`src/rtl/gray_counter_n.sv`:
```
// -----------------------------------------------------------------------------
// gray_counter_n
//
// Registered N-bit up/down counter that presents its state both as a binary
// count and as the matching Gray code. It can be loaded in parallel from a
// Gray-coded value and pulses tc for one cycle on each terminal event. It is
// intended as the pointer/counter primitive for multi-bit clock-domain-crossing
// and encoder blocks.
//
// Parameters:
//   N         counter width in bits (N >= 2)
//   SATURATE  0 = wrap modulo 2^N, 1 = hold at the terminal value
//
// Ports:
//   clk        rising-edge clock
//   rst        asynchronous, active-high reset (bin = gray = tc = 0)
//   en         count enable, one step per clk while high
//   up         direction: 1 = increment, 0 = decrement
//   load       synchronous parallel load, overrides en
//   load_gray  load value, Gray-coded
//   bin        registered binary count
//   gray       registered Gray code of bin
//   tc         one-cycle terminal-count pulse
//
// Per-edge priority: rst > load > en > hold. All outputs are registered, so
// there is no combinational path from any input to any output.
// -----------------------------------------------------------------------------
module gray_counter_n #(
    parameter int N        = 4,
    parameter bit SATURATE = 1'b0
) (
    input  logic         clk,
    input  logic         rst,
    input  logic         en,
    input  logic         up,
    input  logic         load,
    input  logic [N-1:0] load_gray,
    output logic [N-1:0] bin,
    output logic [N-1:0] gray,
    output logic         tc
);

    localparam logic [N-1:0] BIN_MAX = {N{1'b1}};

    logic [N-1:0] bin_nxt;
    logic [N-1:0] gray_nxt;
    logic         tc_nxt;
    logic         at_term;

    // Gray-to-binary: each binary bit is the XOR of all Gray bits at and
    // above it, computed as a running XOR from the MSB down.
    function automatic logic [N-1:0] gray2bin(input logic [N-1:0] g);
        logic [N-1:0] b;
        b[N-1] = g[N-1];
        for (int i = N - 2; i >= 0; i--) begin
            b[i] = b[i+1] ^ g[i];
        end
        return b;
    endfunction

    // Terminal value depends on the direction of the step being requested.
    assign at_term = up ? (bin == BIN_MAX) : (bin == '0);

    always_comb begin
        bin_nxt = bin;
        tc_nxt  = 1'b0;

        if (load) begin
            bin_nxt = gray2bin(load_gray);
        end else if (en) begin
            if (at_term) begin
                tc_nxt = 1'b1;
                if (!SATURATE) begin
                    bin_nxt = up ? '0 : BIN_MAX;
                end
            end else begin
                bin_nxt = up ? (bin + 1'b1) : (bin - 1'b1);
            end
        end

        // On load the Gray register takes the supplied code directly; it is
        // by construction the encoding of the decoded binary value.
        gray_nxt = load ? load_gray : (bin_nxt ^ (bin_nxt >> 1));
    end

    always_ff @(posedge clk or posedge rst) begin
        if (rst) begin
            bin  <= '0;
            gray <= '0;
            tc   <= 1'b0;
        end else begin
            bin  <= bin_nxt;
            gray <= gray_nxt;
            tc   <= tc_nxt;
        end
    end

endmodule

```
`config.mk`:
```
export PLATFORM = sky130hd
export DESIGN_NAME = gray_counter_n
export DESIGN_NICKNAME = d
export VERILOG_FILES = /design/src/rtl/gray_counter_n.sv
export SDC_FILE = /design/constraint.sdc
export NUM_CORES = 1
export LEC_CHECK = 0
export ABC_AREA = 1
export ABC_CLOCK_PERIOD_IN_PS = 4700
export CAP_MARGIN = 40
export CORE_MARGIN = 5
export CORE_UTILIZATION = 49
export CTS_CLUSTER_SIZE = 28
export DETAILED_ROUTE_END_ITERATION = 16
export HOLD_SLACK_MARGIN = 0.1
export PLACE_DENSITY = 0.82
export SLEW_MARGIN = 20
export SYNTH_ARGS = -nofsm -noshare
export SYNTH_HDL_FRONTEND = slang
export SYNTH_SLANG_ARGS = --single-unit
```
`constraint.sdc`:
```
create_clock -name clk -period 4.7 [get_ports clk]
set_clock_uncertainty 0.1 [all_clocks]
set_input_delay 1.41 -clock clk [delete_from_list [all_inputs] [get_ports clk]]
set_output_delay 1.41 -clock clk [all_outputs]
set_load 0.02 [all_outputs]
```
; After elaboration in Yosys (flattened, before gate mapping)
; Index checks and enable logic that the tools add are counted.
[op_classes]
n_mul = 0
muxes = 10
n_bitwise = 4
reduce_logical = 1
n_addsub = 2
div = 0
eq_ne = 1
magnitude_cmp = 0
shifts = 0
[ops]
columns = cell, n
row1 = 4-bit two-way mux, 6
row2 = "4-bit by 1-bit adder with 4-bit output, second input constant", 1
row3 = "4-bit equality test, second input constant", 1
row4 = 4-bit logical NOT, 1
row5 = 1-bit two-way mux, 4
row6 = "4-bit by 1-bit subtractor with 4-bit output, second input constant", 1
row7 = 4-bit by 3-bit XOR with 4-bit output, 1
row8 = 1-bit XOR, 3
[word_totals]
mem_bits_rw = 0
ff_bits = 9
output_inout_bits = 9
word_cells = 21
latch_bits = 0
mem_bits_ro = 0
n_memories = 0

; Depth between registers and ports, before layout
[logic_depth]
depth_word = 7
ltp_mapped = 13

; Worst setup path before layout
; No wires, ideal clock.
[synth_path]
path_kind = input-to-reg
from = input up
to = register gray[2]
arrival_time_ps = 2445
n_path_buf = 0
stages = 11
slack_ps = 2033
path_cell_list = inv_1 > ha_1 > or2_1 > nand3_1 > nand2_1 > nand2_1 > nand2_1 > nand2_1 > nand2_2 > nand2_1 > nand3_2
[synth_between]
elab_chain_len = 6
elab_cells_between_ends = 8
classes_between = mux: 7 / bitwise: 1
[synth_rtl]
columns = item, line
row1 = start: declaration, 35  ; input logic up,
row2 = "4-bit two-way mux, or another cell as far along", 77  ; bin_nxt = up ? (bin + 1'b1) : (bin - 1'b1);
row3 = 4-bit two-way mux (*), 71  ; if (at_term) begin
row4 = 4-bit two-way mux (*), 70  ; end else if (en) begin
row5 = 4-bit two-way mux (*), 68  ; if (load) begin
row6 = 4-bit by 3-bit XOR with 4-bit output (*), 83  ; gray_nxt = load ? load_gray : (bin_nxt ^ (bin_nxt >> 1));
row7 = 4-bit two-way mux (*), 83
row8 = via gray_nxt[2], 46  ; logic [N-1:0] gray_nxt;
row9 = end signal: assignment, 93  ; gray <= gray_nxt;
row10 = end: declaration, 39  ; output logic [N-1:0] gray,
; The timed path passes the listed nets; every way through them passes the cells marked *.

; Worst setup path in the final report
; Ends and elaborated chain as after synthesis.

==> reports/summary.txt <==
final setup vio count = 0
DRT iter0 DRCs = 9
DP Worst Slack = 1.28 ns
buffer and inverter count on the worst path = 2
total design power = 309 uW
Port Buffers = 17
fin. max-slew vios = 0
syn_nets = 101
post_cts resized = 0
vias in the first global route = 572
grt ovf = 0
RSZ-0062 raised after global routing = false
Sequential cell area = 225 um^2
post-synthesis cell type count = 19
final hold vios = 0
WHS Endpoint = tc$_DFF_PP0_
diodes inserted = 0
CTS H-tree lvls = 1
Max rail drop VDD = 0.182 mV
Area Overhead vs Synth = 32.7%
# hold bufs at CTS = 0
die footprint = 2140 um^2
delay-heaviest family, CP = simple AND/OR/NAND/NOR gates
worst setup margin = 1.55 ns
yosys warns = 0
Worst-path clk slew = 0.06 ns
reg-to-reg startpoint = bin[0]$_DFF_PP0_
minimum clock period = 3.15 ns
Initial Util = 0.507
Max transition margin = 0.755
critical setup path kind = primary input to register
outcome = finished clean
Multi-input gate area = 364 um^2
worst hold path type = register to register
fmax = 0.318 GHz
GRT Util Overall = 0.149
CP Max Fanout = 4
DR WL/cell = 11.2 um
gp weighted congestion = 0.746
CP Data Required Time = 4.74 ns
Power Density = 362 nW/um^2
fillers = 118
first-pass GRT wire length = 2200 um
Max-cap violations = 0
Ports = 18
CP dominant cell by count = nand2_1
DP Area = 827 um^2
via density per instance = 4.85
core area = 1270 um^2
reg2reg path depth = 7
Routed WL = 1390 um
Leak = 0.430 nW
Avg Cell Area, Syn = 7.23 um^2
mapped cell area = 643 um^2
nets = 122
pin count of the biggest net entering global routing = 10
slew at the pin with the worst max-slew slack = 0.367 ns
CP max stage cell = clkdlybuf4s50_1
Final Cycle Share = 0.670
Clock Latency Late Sink = 0.26 ns
total CTS buffers = 3
Core Util, Final = 0.673
Die Span Y = 46.2 um
via count = 601
TNS Setup = 0 ns
Arr. time, crit path = 3.19 ns
HPWL Detailed = 1160 um
clk buf depth = 2
register area share after synthesis = 0.350
CP peak stage delay = 0.55 ns
Critical Path End Type = register
row count = 13
Post CTS Setup Buffer Count = 0
fraction of layout cells with a size suffix above 1 = 0.147
Finished Layout Cells = 124
initial antenna violation count = 0
Remaining DRCs = 0
Detail Route Antenna Nets = 0
Clock Sinks = 9
CTS Root Cell = clkbuf_4
DR pass1 iterations = 4
CTS tree = built
Mapped Cells = 89
final instance area = 853 um^2
hold path depth = 3
Die X = 46.2 um
final hold slack = 0.631 ns
R2R Setup Slk = 2.89 ns
hold_sp = bin[0]$_DFF_PP0_
number of synthesized register bits = 9
Cell Chain, Critical Path = clkdlybuf4s50_1 > inv_1 > ha_1 > or2_1 > nand3_1 > nand2_1 > nand2_1 > nand2_1 > nand2_1 > nand2_2 > nand2_1 > nand3_2
R2R Path End = gray[2]$_DFF_PP0_
Post-Place Cells = 120
crit start category = primary input
-- metal layers --
metal  up-vias  share of wire  wire length [um]  GRT usage
met3         2          0.032                44     0.0156
met1       273           0.39               541      0.160
li1        314              -                 -          -
met4         0          0.011                15     0.0909
met5         -              0                 0          0
met2        12           0.57               786      0.272
-- flip-flops by register name, indices dropped and copies added (netlist names) --
register	cells
bin	4
gray	4
tc	1
-- worst max-delay path by stage --
stage,cells after the start,start,slack [ns],end
floorplan,11,up,2.03,gray[2]$_DFF_PP0_
global placement,12,up,1.34,gray[2]$_DFF_PP0_
detailed placement,12,up,1.28,gray[2]$_DFF_PP0_
CTS,12,up,1.55,gray[2]$_DFF_PP0_
global route,12,up,1.42,gray[2]$_DFF_PP0_
finish,12,up,1.55,gray[2]$_DFF_PP0_
-- where the power goes --
part | total [mW] | switching [mW] | internal (mW) | leakage, nW
Sequential | 0.102 | 0.0111 | 0.0909 | 0.109
Clock | 0.0607 | 0.0279 | 0.0327 | 0.0150
Combinational | 0.147 | 0.0831 | 0.0635 | 0.306
-- cell usage in the layout (no fill, tap or decap) --
| master | count |
|---|---|
| nor3_1 | 1 |
| o21ai_1 | 3 |
| inv_2 | 4 |
| inv_1 | 9 |
| clkdlybuf4s50_1 | 17 |
| ha_1 | 2 |
| nand2_2 | 6 |
| nand2_1 | 26 |
| nand3_1 | 6 |
| nor2_1 | 9 |
| clkbuf_4 | 3 |
| a21oi_4 | 1 |
| xor2_1 | 3 |
| o21bai_1 | 1 |
| nand3_2 | 2 |
| clkbuf_1 | 1 |
| xnor2_1 | 1 |
| or2_1 | 1 |
| a21oi_1 | 3 |
| dfrtp_1 | 9 |
| fa_1 | 1 |
-- cell usage after synthesis --
cell type	instances	area, um^2
o21bai_1	1	7.51
buf_2	1	5.00
nand2_1	26	97.6
nand2_2	6	37.5
xor2_1	3	26.3
inv_2	4	15.0
a21oi_4	1	16.3
nand3_2	2	20.0
or2_1	1	6.26
fa_1	1	20.0
inv_1	9	33.8
o21ai_1	3	15.0
nor2_1	9	33.8
nor3_1	1	5.00
ha_1	2	25.0
a21oi_1	3	15.0
nand3_1	6	30.0
xnor2_1	1	8.76
dfrtp_1	9	225
-- layout make-up --
type                            instances  area share
Clock buffer                            4      0.0308
Timing Repair Buffer                   17       0.199
Multi-Input combinational cell         66       0.427
Inverter                               13      0.0572
Sequential cell                         9       0.264
Tap cell                               15      0.0220
-- cell families (layout without fill, tap and decap cells) --
family / after synthesis / in the layout / synth area share
flops: 9 / 9 / 0.350
buf+inv: 14 / 34 / 0.0836
compound gates: 8 / 8 / 0.0837
simple gates: 51 / 51 / 0.358
xor+xnor: 4 / 4 / 0.0545
fa+ha+maj: 3 / 3 / 0.0700
-- worst min-delay path, cell delays in order (launching register included) --
cell and delay, ns:
dfrtp_1 0.45, o21ai_1 0.11, nand2_2 0.09, nor3_1 0.05
(Power assumes the default switching activity.)
